--- src/rtl/debounce_pkg.sv ---
// Shared state encoding and sizing helpers for the debounce_sync input-conditioning stage.
// Latency and backpressure are described in the modules that use these definitions.
package debounce_pkg;

    localparam int DB_CNT_MAX_DEF = 50000;

    typedef enum logic [1:0] {
        ST_LO      = 2'b00,
        ST_WAIT_HI = 2'b01,
        ST_HI      = 2'b11,
        ST_WAIT_LO = 2'b10
    } db_state_t;

    function automatic int cnt_w(input int cnt_max);
        return $clog2(cnt_max + 1);
    endfunction

endpackage

--- src/rtl/debounce_chan.sv ---
// One channel: 2-flop synchronizer, then a counter-qualified 4-state debounce FSM (busy port with DB_BUSY_EN).
// Latency CNT_MAX+2 edges from a clean din step to dout; level input, no backpressure.
module debounce_chan
    import debounce_pkg::*;
#(
    parameter int CNT_MAX = DB_CNT_MAX_DEF
) (
    input  logic clk,
    input  logic rst_n,
    input  logic din,
    output logic dout,
    output logic rise,
    output logic fall
`ifdef DB_BUSY_EN
    ,
    output logic busy
`endif
);

    localparam int              CNT_W    = cnt_w(CNT_MAX);
    localparam logic [CNT_W-1:0] CNT_LAST = CNT_W'(CNT_MAX - 1);
    localparam logic [CNT_W-1:0] CNT_ONE  = CNT_W'(1);

    logic             s1, s2;
    db_state_t        state, state_nxt;
    logic [CNT_W-1:0] cnt, cnt_nxt;
    logic             rise_nxt, fall_nxt;

    always_ff @(posedge clk or negedge rst_n) begin
        if (!rst_n) begin
            s1    <= 1'b0;
            s2    <= 1'b0;
            state <= ST_LO;
            cnt   <= '0;
            rise  <= 1'b0;
            fall  <= 1'b0;
`ifdef DB_BUSY_EN
            busy  <= 1'b0;
`endif
        end else begin
            s1    <= din;
            s2    <= s1;
            state <= state_nxt;
            cnt   <= cnt_nxt;
            rise  <= rise_nxt;
            fall  <= fall_nxt;
`ifdef DB_BUSY_EN
            busy  <= (state_nxt == ST_WAIT_HI) || (state_nxt == ST_WAIT_LO);
`endif
        end
    end

    // cnt holds the number of consecutive s2 samples already seen at the new level
    always_comb begin
        state_nxt = state;
        cnt_nxt   = cnt;
        rise_nxt  = 1'b0;
        fall_nxt  = 1'b0;
        case (state)
            ST_LO: begin
                if (s2) begin
                    state_nxt = ST_WAIT_HI;
                    cnt_nxt   = CNT_ONE;
                end else begin
                    cnt_nxt   = '0;
                end
            end
            ST_WAIT_HI: begin
                if (!s2) begin
                    state_nxt = ST_LO;
                    cnt_nxt   = '0;
                end else if (cnt == CNT_LAST) begin
                    state_nxt = ST_HI;
                    cnt_nxt   = '0;
                    rise_nxt  = 1'b1;
                end else begin
                    cnt_nxt   = cnt + CNT_ONE;
                end
            end
            ST_HI: begin
                if (!s2) begin
                    state_nxt = ST_WAIT_LO;
                    cnt_nxt   = CNT_ONE;
                end else begin
                    cnt_nxt   = '0;
                end
            end
            ST_WAIT_LO: begin
                if (s2) begin
                    state_nxt = ST_HI;
                    cnt_nxt   = '0;
                end else if (cnt == CNT_LAST) begin
                    state_nxt = ST_LO;
                    cnt_nxt   = '0;
                    fall_nxt  = 1'b1;
                end else begin
                    cnt_nxt   = cnt + CNT_ONE;
                end
            end
            default: begin
                state_nxt = ST_LO;
                cnt_nxt   = '0;
            end
        endcase
    end

    // Accepted level is high in ST_HI and while still qualifying a drop
    assign dout = (state == ST_HI) || (state == ST_WAIT_LO);

endmodule

--- src/rtl/debounce_sync.sv ---
// N_CH independent synchronize+debounce channels feeding the lab gates; busy port only with DB_BUSY_EN.
// Latency CNT_MAX+2 edges din->dout, registered outputs; level inputs, no backpressure.
module debounce_sync
    import debounce_pkg::*;
#(
    parameter int N_CH    = 3,
    parameter int CNT_MAX = DB_CNT_MAX_DEF
) (
    input  logic            clk,
    input  logic            rst_n,
    input  logic [N_CH-1:0] din,
    output logic [N_CH-1:0] dout,
    output logic [N_CH-1:0] rise,
    output logic [N_CH-1:0] fall
`ifdef DB_BUSY_EN
    ,
    output logic [N_CH-1:0] busy
`endif
);

    for (genvar g = 0; g < N_CH; g++) begin : g_chan
        debounce_chan #(
            .CNT_MAX(CNT_MAX)
        ) u_chan (
            .clk  (clk),
            .rst_n(rst_n),
            .din  (din[g]),
            .dout (dout[g]),
            .rise (rise[g]),
            .fall (fall[g])
`ifdef DB_BUSY_EN
            ,
            .busy (busy[g])
`endif
        );
    end

endmodule

--- config.mk ---
export PLATFORM = sky130hd
export DESIGN_NAME = debounce_sync
export DESIGN_NICKNAME = d
export VERILOG_FILES = /design/src/rtl/debounce_pkg.sv /design/src/rtl/debounce_chan.sv /design/src/rtl/debounce_sync.sv
export SDC_FILE = /design/constraint.sdc
export NUM_CORES = 1
export LEC_CHECK = 0
export BUFFER_PORTS_ARGS = -buffer_cell sky130_fd_sc_hd__buf_2
export CAP_MARGIN = 20
export CORE_AREA = 4 4 78 80
export DETAILED_ROUTE_END_ITERATION = 10
export DIE_AREA = 0 0 82 84
export GPL_ROUTABILITY_DRIVEN = 0
export GPL_TIMING_DRIVEN = 0
export PLACE_DENSITY = 0.9
export SLEW_MARGIN = 20
export SYNTH_ARGS = -nofsm -noshare
export SYNTH_HDL_FRONTEND = slang
export SYNTH_SLANG_ARGS = --single-unit
--- constraint.sdc ---
create_clock -name clk -period 2.8 [get_ports clk]
set_input_delay 0.56 -clock clk [delete_from_list [all_inputs] [get_ports clk]]
set_output_delay 0.56 -clock clk [all_outputs]
set_load 0.02 [all_outputs]
==> summary.md, run 1 <==
| Metric | Value |
|---|---|
| Chip Width | `between 80 and 90 um` |
| DR WL/cell | `13.97 um` |
| Synthesis Warnings | `0` |
| H-tree levels | `3` |
| Fin crit share | `slightly below 80%` |
| Ys flop type | `dfrtp_1` |
| Tot GR Track Use | `20.37%` |
| Die Ht | `around 84 um` |
| CP startpoint kind | `flop` |
| FILL cells | `around 400` |
| Final HPWL DP | `approximately 4400 um` |
| Grt ovf | `0` |
| Initial antenna violation count | `0` |
| Top cell type's share of synthesized area | `48.05%` |
| Area of the multi-input gates | `approximately 1600 um^2` |
| I/O Buffers | `13` |
| Cell Pwr Density | `about 700 nW/um^2` |
| Post-synthesis cell area | `3437 um^2` |
| TritonCTS clock tree | `yes` |
| Largest net degree at the start of global routing | `47` |
| Number of synthesized register bits | `66` |
| Area leader, netlist | `dfrtp_1` |
| Tmin final | `approximately 2200 ps` |
| Post-CTS Hold Fix Bufs | `0` |
| Critical path class | `flop to output pin` |
| Relative slew margins | `69.77%` |
| Arr. time, crit path | `around 1600 ps` |
| Syn_nets | `366` |
| Fmax | `between 0.4 and 0.5 GHz` |
| # nets final | `just under 400` |
| Reg-to-reg startpoint | `g_chan[2].u_chan.state[0]$_DFFE_PN0P_` |
| DRC viols | `0` |
| Run status | `complete, no violations` |
| Worst Setup EP | `dout[0]` |
| DR pass1 iterations | `5` |
| Post-Route WL | `between 6000 and 7000 um` |
| Synth top area cells | `dfrtp_1, xnor2_1, nor2_1` |
| CTS sink cnt | `66` |
| Final hold vios | `0` |
| # IOs | `14` |
| Max Cap Viol | `0` |
| Lkg Pwr | `1.627 nW` |
| CTS max path bufs | `2` |
| Setup Viol. Count Final | `0` |
| Cell with the most instances after synthesis | `dfrtp_1` |
| Routed vias/inst | `about 5.7` |
| Die area | `6888 um^2` |
| Routed vias | `approximately 2600` |
| RSZ-0062 raised after global routing | `false` |
| Clk pin slew, worst setup/hold paths | `70 ps` |
| FF+latch area | `~1700 um^2` |
| Crit. End Element | `output pin` |
| Synth cell types | `38` |
| Number of buffers created by CTS | `9` |
| Clk_lat worst skew | `between 300 and 400 ps` |
| Global-route wire length before repair | `about 11000 um` |
| Power, Total | `about 2.7 mW` |
| Root buf cell | `clkbuf_8` |
| Worst reg2reg setup slack | `about 840 ps` |
| R2r worst-path depth | `7` |
| Hold crit path type | `primary input to asynchronous set/reset pin` |
| Routed Antenna Nets | `0` |
| Syn Inst Count | `around 350` |
| Worst slew pin tran | `~450 ps` |
| Starting Density | `between 60% and 70%` |
| Row count | `27` |
| WHS | `about 100 ps` |
| Reg-to-Reg End | `g_chan[2].u_chan.cnt[12]$_DFF_PN0_` |
| Number of synthesized flops with an enable pin | `0` |
| Worst Skew | `around 7.6 ps` |
| Worst VDD drop | `~510 uV` |
| Crit-path max FO | `4` |
| Total inserted antenna cells | `0` |
| Setup bufs post-CTS | `0` |
| Async S/R FF share, synth | `between 90% and 100%` |
| Critical Path RT | `2240 ps` |
| Area delta synth->final | `10.56%` |
| Sequential element share of the synthesized area | `between 40% and 50%` |
| Initial drt markers | `117` |
| Worst Setup SP | `g_chan[0].u_chan.state[0]$_DFFE_PN0P_` |
| Share of cells above drive strength 1 | `between 10% and 20%` |
| Number of global-route vias before repair | `~2600` |
| PostCTS Resize Cnt | `0` |
| List of most frequent post-synthesis cells | `dfrtp_1, nor2_1, xnor2_1` |
| Syn_area_per_cell | `approximately 10 um^2` |
| Max Slew Vio Count | `0` |
| Core area | `approximately 5400 um^2` |
| Final TNS setup | `0 ps` |
==> logic make-up (layout without fill, tap and decap cells) <==
| kind of cell | Yosys count | after routing | share of synthesized area, % |
|---|---|---|---|
| xor+xnor | 41 | 41 | 10.45 |
| buf+inv | 31 | 60 | 4.696 |
| simple gates | 162 | 162 | 24.72 |
| mux | 8 | 8 | 2.439 |
| compound gates | 21 | 21 | 3.822 |
| fa+ha+maj | 16 | 16 | 5.824 |
| flops | 66 | 66 | 48.05 |
==> worst max-delay path, stage by stage (launching register included) <==
cell and delay (ps):
dfrtp_1 380, inv_1 100, ha_1 240, or2_2 290, buf_4 130, buf_2 150
==> layout make-up <==
class,count,area share (%)
multi-input combinational,248,42.74
clock buffer,12,3.820
timing repair buffer,14,2.305
tap,72,2.371
sequential,66,43.46
inverter,17,1.679
clock inverter,3,1.054
buffer,14,2.568
==> registers in the layout, summed over array words and instances, names as in the netlist <==
name	count
g_chan.u_chan.rise	3
g_chan.u_chan.s1	3
g_chan.u_chan.s2	3
g_chan.u_chan.fall	3
g_chan.u_chan.cnt	48
g_chan.u_chan.state	6
==> per-layer routing <==
layer  track usage (%)  wire length, um  vias to the layer above  share of wire (%)
met2             31.52             3100                       56                 50
met5                 0                0                        -                  0
li1                  -                -                     1232                  -
met4             11.63              109                        0                1.7
met3             4.320              254                        8                4.1
met1             25.95             2766                     1262                 44
==> stage by stage <==
| stage | setup slack [ps] | util, % | instance area, um^2 | std cells |
|---|---|---|---|---|
| after CTS | 601.4 | 70.30 | 3800 | 446 |
| after floorplan | 950.9 | - | 3437 | 345 |
| after global routing | 507.7 | 70.30 | 3800 | 446 |
| after detailed placement | 856.1 | 66.88 | 3615 | 431 |
| final | 627.8 | 70.30 | 3800 | 446 |
| after global placement | 882.2 | 66.46 | 3592 | 430 |
==> cells in the final DEF, fill, tap and decap left out, types with 13 or more instances in the layout <==
cell / n
nand4_1: 17
inv_1: 17
xnor2_1: 36
dfrtp_1: 66
nand2_1: 14
nor4_1: 13
nor2_1: 60
ha_1: 16
nand3_1: 14
==> power by group <==
part           internal [mW]  switching (mW)
Combinational          0.336           0.434
Clock                  0.428           0.335
Sequential              1.04          0.0848
==> worst min path at each step <==
| stage | to | slack [ps] |
|---|---|---|
| global route | g_chan[2].u_chan.cnt[0]$_DFF_PN0_ | 100 |
| finish | g_chan[2].u_chan.cnt[0]$_DFF_PN0_ | 100 |
| floorplan | g_chan[0].u_chan.cnt[0]$_DFF_PN0_ | 260 |
| CTS | g_chan[2].u_chan.cnt[0]$_DFF_PN0_ | 90 |
| detailed placement | g_chan[2].u_chan.s2$_DFF_PN0_ | 340 |
| global placement | g_chan[1].u_chan.s2$_DFF_PN0_ | 330 |
No activity file was read; power rests on OpenSTA's default activity.
==> run 2, diff against run 1 <==
- CORE_AREA: 4 4 78 80 -> 4 4 85 87
- DIE_AREA: 0 0 82 84 -> 0 0 89 91
- PLACE_DENSITY: 0.9 -> 0.81
- clock period: 2.8 -> 1.9 ns (I/O delays scaled with it)
==> run 2 against run 1 <==
Sequential power up 50%. Cell count up 3.6%. First-iteration DRC count is 64% higher. Critical path depth stayed put. Sequential share of layout area fell by 2.0 points. Critical endpoint is now g_chan[0].u_chan.cnt[5]$_DFF_PN0_. Non-clock buffer count rose by 11. Utilization decreased by 7.5 points. Global-route usage fell by 3.1 points. Cell area up 4.9%. Setup slack got worse by 630 ps. Hold slack better by 40 ps. Clock skew increased by 1.0 ps.
==> summary.md, run 2 (synthesis gave the netlist of run 1 again) <==
| Metric | Value |
|---|---|
| WHS | `approximately 140 ps` |
| Row count | `29` |
| Sequential cell fraction of total power | `approximately two fifths` |
| Hold depth | `1` |
| Max Cap Viol | `0` |
| Relative slew margins | `about three quarters` |
| Largest net degree at the start of global routing | `46` |
| Max reg flops | `48` |
| CTS sink cnt | `between 60 and 70` |
| Run status | `complete, no violations` |
| Clk_lat worst skew | `340 ps` |
| Leading cell type in the layout, fill and taps excluded | `dfrtp_1` |
| Worst VDD drop | `approximately 770 uV` |
| Number of global-route vias before repair | `around 2400` |
| Buffers & Inverters on Critical Path | `1` |
| Critical path class | `flop to flop` |
| Hold crit path type | `primary input to flop` |
| Setup Viol. Count Final | `0` |
| Lkg Pwr | `approximately 1.7 nW` |
| Root buf cell | `clkbuf_8` |
| Tot GR Track Use | `17.27%` |
| DRC viols | `0` |
| Critical Path RT | `~2100 ps` |
| Top flop regs | `g_chan.u_chan.cnt: 48 flops, g_chan.u_chan.state: 6 flops` |
| CP Depth | `5` |
| RSZ-0062 raised after global routing | `true` |
| Routed Antenna Nets | `0` |
| # nets final | `about 400` |
| Worst slew pin tran | `386.2 ps` |
| Initial antenna violation count | `0` |
| Global-route wire length before repair | `11060 um` |
| Crit-path max FO | `10` |
| R2r worst-path depth | `5` |
| NetSw | `1.335 mW` |
| DP Area | `around 3600 um^2` |
| DR pass1 iterations | `4` |
| Post-route setup slack | `1.053 ps` |
| Starting Density | `roughly 54%` |
| Slowest cell on the critical path | `or4_4` |
| CP startpoint kind | `flop` |
| Placed Cells incl. Taps | `approximately 440` |
| Comb pwr share | `31.7%` |
| Fin crit share | `between 90% and 100%` |
| Number of buffers created by CTS | `9` |
| Power, Total | `4.116 mW` |
| Chip Width | `89 um` |
| Total inserted antenna cells | `0` |
| Fmax | `0.5266 GHz` |
| TritonCTS clock tree | `yes` |
| Worst Skew | `around 8.6 ps` |
| Cells along the critical path | `or4_4, or4_4, nand2_4, buf_8, nor2_1` |
| DR WL/cell | `about 14 um` |
| Sw Share | `approximately a third` |
| Die area | `8099 um^2` |
| # IOs | `14` |
| Commonest non-fill, non-tap cells in the layout | `dfrtp_1, nor2_1, xnor2_1` |
| Non-filler cells, final | `roughly 460` |
| Core area | `6350 um^2` |
| Tmin final | `approximately 1900 ps` |
| I/O Buffers | `13` |
| Clk network pwr share | `~28%` |
| Post-layout util | `~63%` |
| Initial drt markers | `between 150 and 200` |
| Arr. time, crit path | `~2100 ps` |
| Clk pin slew, worst setup/hold paths | `roughly 70 ps` |
| Largest stage delay, worst path | `~560 ps` |
| Share of cells above drive strength 1 | `between 20% and 30%` |
| Area delta synth->final | `16.02%` |
| Crit. End Element | `flop` |
| Post-Layout Inst Area | `roughly 4000 um^2` |
| Max Slew Vio Count | `0` |
| H-tree levels | `3` |
| Routed vias/inst | `around 5.6` |
| Worst slack at placement | `-84.41 ps` |
| Grt ovf | `0` |
| CTS max path bufs | `2` |
| Reg with most FFs | `g_chan.u_chan.cnt` |
| Internal power | `approximately 2.8 mW` |
| Top delay family on crit path | `simple AND/OR/NAND/NOR gates` |
| Final HPWL DP | `between 4000 and 5000 um` |
| Final TNS setup | `0 ps` |
| Post-Route WL | `6423 um` |
| Die Ht | `91 um` |
| Final hold vios | `0` |
| Routed vias | `around 2600` |
| Cell Pwr Density | `1032 nW/um^2` |
| Most frequent CP cell | `or4_4` |
-- run 2: cell types whose count changed in the layout (fill, tap and decap cells not counted), moves of 3 or more --
cell   delta
buf_4    +12
ha_1      -7
ha_4      +4
buf_2     -3
buf_6     +3
ha_2      +3
inv_1     -3
inv_2     +3
-- run 2: area by class of cell --
type,count,area (um^2)
timing repair buffer,29,221.5
inverter,17,63.81
sequential,66,1654
tap,77,96.34
buffer,10,75.07
clock buffer,12,145.1
clock inverter,3,40.04
multi-input combinational,248,1692
fill,506,2362
-- run 2: worst paths after layout --
path	start	to	slack [ps]
max in group asynchronous	rst_n	g_chan[0].u_chan.state[1]$_DFFE_PN0P_	890
max reg2reg	g_chan[0].u_chan.cnt[4]$_DFF_PN0_	g_chan[0].u_chan.cnt[5]$_DFF_PN0_	1
min	din[0]	g_chan[0].u_chan.s1$_DFF_PN0_	140
min reg2reg	g_chan[1].u_chan.s1$_DFF_PN0_	g_chan[1].u_chan.s2$_DFF_PN0_	350
min in group asynchronous	rst_n	g_chan[2].u_chan.cnt[10]$_DFF_PN0_	490
max	g_chan[0].u_chan.cnt[4]$_DFF_PN0_	g_chan[0].u_chan.cnt[5]$_DFF_PN0_	1
-- run 2: power groups by stage --
stage | Clock, mW | Sequential (mW) | Combinational (mW)
after global routing | 1.24 | 1.69 | 1.46
after floorplan | 0 | 1.64 | 0.882
after detailed placement | 0 | 1.67 | 1.13
after global placement | 0 | 1.66 | 1.08
after CTS | 1.16 | 1.66 | 1.25
final | 1.13 | 1.68 | 1.30
-- run 2: layer usage --
layer	global-route usage [%]	part of all wire, %	wire (um)
met5	0	0	0
met4	8.685	2.0	128
met3	2.262	3.5	227
met2	26.67	49	3136
met1	23.73	46	2930
-- run 2: worst reg2reg max path: cells and delay by family, from the launching register on --
| kind | cells | cell delay [ps] |
|---|---|---|
| AND/OR/NAND/NOR | 4 | 1260 |
| flip-flops | 1 | 390 |
| buffers and inverters | 1 | 140 |
-- run 2: what timing repair did --
item | in CTS | in global routing
pin swaps | 3 | 2
cloned | 0 | 0
endpoints found under the setup margin | 18 | 30
resized for setup | 15 | 11
hold buffers | 1 | 0
buffers inserted | 14 | 0
endpoints found under the hold margin | 21 | 0
